==> src/rtl/conv_loop_controller.sv <==
// conv_loop_controller: sequences the x/y/ch_in/ch_out-group/ky/kx convolution loop nest and drives MAC and psum memory
module conv_loop_controller #(
    parameter int CNT_W       = 16,
    parameter int MAX_KERNEL  = 7,
    parameter int OUT_PAR     = 4,
    parameter int PSUM_ADDR_W = 12
) (
    input  logic                   clk,
    input  logic                   arst_in,
    input  logic                   start,
    input  logic [CNT_W-1:0]       cfg_width,
    input  logic [CNT_W-1:0]       cfg_height,
    input  logic [CNT_W-1:0]       cfg_in_ch,
    input  logic [CNT_W-1:0]       cfg_out_ch,
    input  logic [CNT_W-1:0]       cfg_kernel,
    input  logic [CNT_W-1:0]       cfg_stride,
    output logic                   busy,
    output logic                   done,
    output logic                   cfg_err,
    input  logic                   a_valid,
    input  logic                   b_valid,
    output logic                   a_ready,
    output logic                   b_ready,
    output logic                   mac_valid,
    output logic                   mac_accumulate_internal,
    output logic                   mac_accumulate_with_0,
    output logic                   psum_re,
    output logic [PSUM_ADDR_W-1:0] psum_raddr,
    output logic                   psum_we,
    output logic [PSUM_ADDR_W-1:0] psum_waddr,
    output logic [CNT_W-1:0]       x_out,
    output logic [CNT_W-1:0]       y_out,
    output logic [CNT_W-1:0]       ky_out,
    output logic [CNT_W-1:0]       kx_out,
    output logic [CNT_W-1:0]       inch_out,
    output logic [CNT_W-1:0]       outch_out,
    output logic                   out_valid,
    input  logic                   out_ready,
    output logic [CNT_W-1:0]       out_x,
    output logic [CNT_W-1:0]       out_y,
    output logic [CNT_W-1:0]       out_ch,
    output logic [OUT_PAR-1:0]     out_ch_mask
);
    localparam logic [1:0] IDLE = 2'd0, CHECK = 2'd1, RUN = 2'd2, FINISH = 2'd3;
    localparam int GSH = (OUT_PAR > 1) ? $clog2(OUT_PAR) : 0;
    logic [1:0] state;
    logic [CNT_W-1:0] w, h, ic, oc, k, s;
    logic [CNT_W-1:0] x, y, ci, co, ky, kx, ox, oy;
    logic step, tap0, kx_last, ky_last, co_last, ci_last, y_last, x_last, tap_last, cfg_bad;
    logic [OUT_PAR-1:0] mask_now;
    logic [PSUM_ADDR_W-1:0] group;
    assign busy = state != IDLE;
    assign a_ready = state == RUN && !(out_valid && !out_ready);
    assign b_ready = a_ready;
    assign step = a_valid && b_valid && a_ready;
    assign mac_valid = step;
    assign tap0 = ky == '0 && kx == '0;
    assign mac_accumulate_internal = !tap0;
    assign mac_accumulate_with_0 = ci == '0 && tap0;
    assign psum_re = step && tap0 && ci != '0;
    assign group = PSUM_ADDR_W'(co >> GSH);
    assign psum_raddr = group;
    assign {x_out, y_out, ky_out, kx_out, inch_out, outch_out} = {x, y, ky, kx, ci, co};
    assign kx_last = kx == k - CNT_W'(1);
    assign ky_last = ky == k - CNT_W'(1);
    assign tap_last = kx_last && ky_last;
    assign ci_last = ci == ic - CNT_W'(1);
    assign co_last = ({1'b0, co} + (CNT_W+1)'(OUT_PAR)) >= {1'b0, oc};
    assign x_last = ({2'b0, x} + {2'b0, s} + {2'b0, k}) > {2'b0, w};
    assign y_last = ({2'b0, y} + {2'b0, s} + {2'b0, k}) > {2'b0, h};
    assign cfg_bad = w == '0 || h == '0 || ic == '0 || oc == '0 || k == '0 || s == '0 ||
                     k > CNT_W'(MAX_KERNEL) || k > w || k > h;
    // lanes of the current group that map onto real output channels
    always_comb begin
        mask_now = '0;
        for (int i = 0; i < OUT_PAR; i++)
            mask_now[i] = ({1'b0, co} + (CNT_W+1)'(i)) < {1'b0, oc};
    end
    // job FSM: latch geometry, legality check, run, drain the last output before done
    always_ff @(posedge clk or posedge arst_in) begin
        if (arst_in) begin
            state <= IDLE;
            {w, h, ic, oc, k, s} <= '0;
            cfg_err <= 1'b0;
            done <= 1'b0;
        end else begin
            done <= 1'b0;
            case (state)
                IDLE: if (start) begin
                    {w, h, ic, oc, k, s} <= {cfg_width, cfg_height, cfg_in_ch, cfg_out_ch, cfg_kernel, cfg_stride};
                    cfg_err <= 1'b0;
                    state <= CHECK;
                end
                CHECK: begin
                    cfg_err <= cfg_bad;
                    state <= cfg_bad ? FINISH : RUN;
                end
                RUN: if (step && tap_last && co_last && ci_last && y_last && x_last) state <= FINISH;
                default: if (!out_valid) begin
                    done <= 1'b1;
                    state <= IDLE;
                end
            endcase
        end
    end
    // loop nest counters, innermost kx carrying outward; ox/oy track x/stride and y/stride without dividing
    always_ff @(posedge clk or posedge arst_in) begin
        if (arst_in) begin
            {x, y, ci, co, ky, kx, ox, oy} <= '0;
        end else if (state == IDLE && start) begin
            {x, y, ci, co, ky, kx, ox, oy} <= '0;
        end else if (step) begin
            kx <= kx_last ? '0 : kx + CNT_W'(1);
            if (kx_last) ky <= ky_last ? '0 : ky + CNT_W'(1);
            if (tap_last) co <= co_last ? '0 : co + CNT_W'(OUT_PAR);
            if (tap_last && co_last) ci <= ci_last ? '0 : ci + CNT_W'(1);
            if (tap_last && co_last && ci_last) begin
                y <= y_last ? '0 : y + s;
                oy <= y_last ? '0 : oy + CNT_W'(1);
            end
            if (tap_last && co_last && ci_last && y_last) begin
                x <= x_last ? '0 : x + s;
                ox <= x_last ? '0 : ox + CNT_W'(1);
            end
        end
    end
    // psum write-back and output-group capture, held until downstream accepts
    always_ff @(posedge clk or posedge arst_in) begin
        if (arst_in) begin
            psum_we <= 1'b0;
            psum_waddr <= '0;
            out_valid <= 1'b0;
            {out_x, out_y, out_ch} <= '0;
            out_ch_mask <= '0;
        end else begin
            psum_we <= step && tap_last && !ci_last;
            if (step && tap_last) psum_waddr <= group;
            if (step && tap_last && ci_last) begin
                out_valid <= 1'b1;
                {out_x, out_y, out_ch} <= {ox, oy, co};
                out_ch_mask <= mask_now;
            end else if (out_ready) begin
                out_valid <= 1'b0;
            end
        end
    end
endmodule
==> config.mk <==
export PLATFORM = sky130hd
export DESIGN_NAME = conv_loop_controller
export DESIGN_NICKNAME = d
export VERILOG_FILES = /design/src/rtl/conv_loop_controller.sv
export SDC_FILE = /design/constraint.sdc
export NUM_CORES = 1
export LEC_CHECK = 0
export BUFFER_PORTS_ARGS = -buffer_cell sky130_fd_sc_hd__buf_2
export CAP_MARGIN = 15
export CELL_PAD_IN_SITES_DETAIL_PLACEMENT = 1
export CELL_PAD_IN_SITES_GLOBAL_PLACEMENT = 1
export CORE_AREA = 2 2 219 221
export DETAILED_ROUTE_END_ITERATION = 8
export DIE_AREA = 0 0 221 223
export GPL_TIMING_DRIVEN = 0
export PLACE_DENSITY = 0.89
export SLEW_MARGIN = 0
export SYNTH_ARGS = -nofsm -noshare
export SYNTH_HDL_FRONTEND = slang
export SYNTH_SLANG_ARGS = --single-unit
==> constraint.sdc <==
create_clock -name clk -period 13.1 [get_ports clk]
set_input_delay 1.965 -clock clk [delete_from_list [all_inputs] [get_ports clk]]
set_output_delay 1.965 -clock clk [all_outputs]
set_load 0.02 [all_outputs]
---- Word level (Yosys, flattened, before mapping) ----
Index checks and enable logic that the tools add are counted.
word-level totals
  flip-flop bits (word level) ............. 294
  bits of input ports ..................... 102
  output and inout bits ................... 183
  logic and storage cells ................. 163
operators by class
  $add $sub $neg .......................... 18
  magnitude comparators ................... 10
  equal/unequal tests ..................... 8
  multiplexer cells ....................... 42
  reductions and logical operators ........ 61
operator list
  kind                   count
  $mux 16                31
  $logic_not 16->1       9
  $add 16x1->16 const B  5
  $lt 17x16->1           3
  $eq 16x16->1           3
  $add 17x16->18         2
  $gt 18x16->1           2
  $add 16x16->17         2
  $add 16x2->17 const B  2
  $add 16x16->16         2
  $gt 16x16->1           2
  $sub 16x1->16 const B  2
  $logic_and 1x1->1      20
  $reduce_bool 2->1      9
  $add 16x1->17 const B  1
  $add 16x3->17 const B  1
  $ge 17x16->1           1
  $add 16x3->16 const B  1
  $gt 16x3->1 const B    1
  $lt 16x16->1           1
  $reduce_bool 16->1     1
  $reduce_and 2->1       7
  $logic_or 1x1->1       8
  $mux 1                 6
  other kinds (12)       17

---- Depth between registers and ports, before layout ----
  depth in word-level cells ............... 12
  mapped depth ............................ 24
  depth with buffers taken out ............ 21

---- Worst setup path before layout ----
No wires, ideal clock.
  kind .................................... input to output
  from .................................... in out_ready
  to ...................................... out psum_re
  arrival ................................. 3.409 ns
  required time ........................... 11.135 ns
  setup slack ............................. 7.726 ns
  cell stages on the path ................. 7
  buffers on the path ..................... 1
  path through ............................ nand2b_1 > and2_1 > nand3_1 > inv_1 > clkbuf_1 > nand2_1 > nor2_1
on the way
  longest elaborated chain between the ends .. 7
ends and longest elaborated chain
  item                             line  source
  start, declared                  38    input logic out_ready,
  $logic_not 1->1                  53    assign a_ready = state == RUN && !(out_valid && !out_ready);
  $logic_and 1x1->1                53
  $logic_not 1->1                  53
  $logic_and 1x1->1                53
  net a_ready                      22    output logic a_ready,
  $logic_and 1x1->1                55    assign step = a_valid && b_valid && a_ready;
  net mac_valid                    24    output logic mac_valid,
  $logic_and 1x1->1 (2 in series)  60    assign psum_re = step && tap0 && ci != '0;
  end, declared                    27    output logic psum_re,
The timed path passes the listed nets, and every way through them passes these cells.

---- Final worst setup path ----
  from .................................... reg s[1]
  to ...................................... reg x[13], in the netlist x_out[13]
on the way
  longest elaborated chain between the ends .. 7
  elaborated cells between the ends (all ways) .. 14
  those cells by class .................... add/sub (5); order compare (2); mux (4); reduce/logical (3)
ends and longest elaborated chain
  item                    line  source
  start, declared         47    logic [CNT_W-1:0] w, h, ic, oc, k, s;
  start signal, assigned  90    {w, h, ic, oc, k, s} <= {cfg_width, cfg_height, cfg_in_ch, cfg_out_ch, cfg_kernel, cfg_stride};
  $add 16x16->17          69    assign x_last = ({2'b0, x} + {2'b0, s} + {2'b0, k}) > {2'b0, w};
  $add 17x16->18          69
  $gt 18x16->1            69
  $mux 16                 122   x <= x_last ? '0 : x + s;
  $mux 16                 121   if (tap_last && co_last && ci_last && y_last) begin
  $mux 16                 112   end else if (step) begin
  $mux 16                 110   end else if (state == IDLE && start) begin
  end signal, assigned    122
  end, declared           48    logic [CNT_W-1:0] x, y, ci, co, ky, kx, ox, oy;
Several ways; a longest one is shown, not always the timed one. The select of a mux whose other input is x is not followed.
A chain may end at the register's enable or synchronous reset.

==> qor.csv <==
metric,value,unit
top_layer_used,met5,
layout.nets,2991,
die_height,223,microns
rows,80,
hold_viol_final,0,
synthCells,2335,
grt_pass1_vias,21700,
worstPathRequired,13.56,ns
grt_overflow,0,
io_buffers,280,
coreArea,47100,sq um
tightestPinTransition,1.04,ns
setup_viol,0,
sw_frac_of_total,49.7,%
seq_power_share,22.7,%
drc_errors,0,
utilization,51.6,%
start_util,44.2,%
status,completed,
clock_skew,0.0198,ns
cp.arrival,7.13,ns
routedLengthMet1,32.3,mm
max_freq,0.150,GHz
pwr-share-clk,16.8,%
place_hpwl,59.6,mm
viasPerCell,6.07,
combPwrFrac,60.4,%
routed_wl,79.2,mm
synth_area,20900,sq um
synth_seq_cells,290,
postCtsSetupBuffers,0,
holdCritStartpoint,out_x[11],
h-tree-depth,2,
grt_start_max_net_pins,119,
worst-path-max-fanout,10,
maxSlewViolCount,0,
vias,20100,
async_reset_ff_share,100,%
drt-wirelength-per-cell,24.0,microns
cts_tree,built,
cts_sinks,290,
grt_pass1_wl,123,mm
r2r_start,s[1],
cts_resized,0,
p_int,3.07,mW
grt.total_usage,31.5,%
cts_root_buf,clkbuf_16,
drtIter0Drc,1395,
dieArea,49300,sq um
antenna_found_initial,7,
synth-edff-count,0,
wl_met3,4.71,mm
cap_violations,0,
cts_buffer_depth,3,
ys_types,84,
post-route-period-util,50.9,%
firstDrtPassIters,6,
die_width,221,microns
worst-setup-path-type,reg -> reg,
leakagePower,12.1,nW
ant_nets,0,
net-switching-power,3.04,mW
drive_gt1_share,17.5,%
postCtsHoldBufs,0,
worstSetupStartpoint,s[1],
power_density,251,nW/um^2
numCtsBuffers,36,
start_kind,register,
hold_path.class,reg -> reg,
insertion_delay,0.57,ns
min_period,6.67,ns
yosys_warnings,0,
rsz0062_at_grt,false,
final_cell_mix,"290 x dfrtp_1, 289 x nand2_1, 289 x buf_2, 196 x o21ai_0, 192 x ha_1",
ys.flop_type,dfrtp_1,
seq_area_frac_synth,34.8,%
avgSynthCellArea,8.93,sq um
layout_commonest_cell,dfrtp_1,
clkTransAtPathRegs,0.06,ns
syn2layout_area_growth,16.6,%
vdd_drop_max,0.000137,V
fillers,5560,
wl_met2,38.2,mm
relSlewSlack,30.4,%
end_kind,register,
ios,285,
finalPower,6.11,mW
routabilityCongestion,0.926,
==> state kept, by name (all words and copies together) (netlist names), 14 cells and up <==
| register | count |
|---|---|
| ox | 16 |
| oy | 16 |
| w | 16 |
| out_ch | 14 |
| kx_out | 16 |
| s | 16 |
| x_out | 16 |
| out_y | 16 |
| inch_out | 16 |
| outch_out | 14 |
| y_out | 16 |
| oc | 16 |
| out_x | 16 |
| ky_out | 16 |
| h | 16 |
| ic | 16 |
| k | 16 |
==> cells in the mapped netlist (18+ instances only) <==
cell | count | share of area [%]
clkbuf_1 | 103 | 1.9
buf_4 | 18 | 0.65
ha_1 | 192 | 12
nor2_1 | 135 | 2.4
nand2_1 | 289 | 5.2
nor2b_1 | 20 | 0.60
a21o_1 | 53 | 1.9
nor4_1 | 41 | 1.2
inv_1 | 124 | 2.2
o21ai_0 | 196 | 4.7
xor2_1 | 58 | 2.4
dfrtp_1 | 290 | 35
a21oi_1 | 101 | 2.4
and3_1 | 52 | 1.6
xnor2_1 | 75 | 3.1
o31ai_1 | 40 | 1.4
fa_1 | 36 | 3.5
nand4_1 | 53 | 1.6
nand3_1 | 55 | 1.3
nor3_1 | 42 | 1.0
mux2_2 | 61 | 3.3
==> final timing paths <==
path                       depth (start not counted)    endpoint  slack [ns]
min in group asynchronous                          2  out_ch[14]        1.44
hold reg to reg                                    1   out_x[11]        0.50
setup / recovery                                  24   x_out[13]        6.43
max in group asynchronous                          4       ic[8]       10.13
hold / removal                                     1   out_x[11]        0.50
setup reg to reg                                  24   x_out[13]        6.43
==> metrics by stage <==
| stage | worst slack [ns] | instance area [sq um] | std cells | setup TNS [ns] | hold slack (ns) |
|---|---|---|---|---|---|
| after floorplan | 3.13 | 20900 | 2338 | 0 | 0.440 |
| after detailed placement | 6.65 | 23100 | 3238 | 0 | 0.479 |
| after global placement | -0.200 | 23000 | 3233 | -45.09 | 0.458 |
| after global routing | 6.01 | 24300 | 3303 | 0 | 0.518 |
| after CTS | 6.54 | 24300 | 3302 | 0 | 0.504 |
| final | 6.43 | 24300 | 3304 | 0 | 0.502 |
==> power groups by stage <==
stage / clock (mW) / combinational (mW) / sequential [mW]
floorplan: 0 / 2.58 / 1.27
global placement: 0 / 3.30 / 1.38
detailed placement: 0 / 3.58 / 1.39
CTS: 1.04 / 3.65 / 1.38
global route: 1.07 / 4.12 / 1.40
finish: 1.03 / 3.69 / 1.39
==> critical path, cell delays in order, from the launching register on <==
cell,delay (ns)
dfrtp_1,0.69
fa_1,0.51
ha_1,0.24
inv_1,0.08
fa_1,0.21
nor2b_1,0.08
o31a_1,0.27
o31a_1,0.26
o21ai_0,0.22
nand2b_1,0.16
a21o_1,0.20
a21oi_1,0.21
xnor2_1,0.18
ha_1,0.29
a21o_1,0.17
a21oi_1,0.13
o21ai_0,0.10
a221o_1,0.31
a22o_1,0.25
clkbuf_1,0.25
a31oi_1,0.41
clkbuf_1,0.54
clkbuf_1,0.53
nand2_1,0.14
o31ai_1,0.10
==> layout make-up <==
class | instances | area [sq um] | area share [%]
flip-flops and latches | 290 | 7260 | 29.8
inverters | 124 | 473 | 1.94
well taps | 615 | 769 | 3.16
clock buffers | 52 | 1040 | 4.28
multi-input cells | 1781 | 12500 | 51.4
plain buffers | 143 | 652 | 2.68
diodes | 2 | 5.00 | 0.0206
clock inverters | 12 | 153 | 0.627
repair buffers | 285 | 1480 | 6.07
==> cells by family (layout without fill, tap and decap cells) <==
family                   count (synthesis)  count (layout)  synth area share (%)
flip-flops                             290             290                  34.8
XOR/XNOR                               133             133                  5.58
AO/OA/AOI/OAI                          553             553                  16.6
adder cells (fa/ha/maj)                228             228                  15.0
multiplexers                            63              63                  3.39
other                                    1               6                0.0180
buffers and inverters                  267             616                  5.36
AND/OR/NAND/NOR                        800             800                  19.3
==> layer usage <==
| metal | GRT usage (%) | vias to the layer above |
|---|---|---|
| li1 | - | 8978 |
| met1 | 38.5 | 10200 |
| met2 | 53.6 | 679 |
| met3 | 6.08 | 240 |
| met4 | 15.2 | 10 |
| met5 | 0 | - |
(Power assumes the default switching activity.)
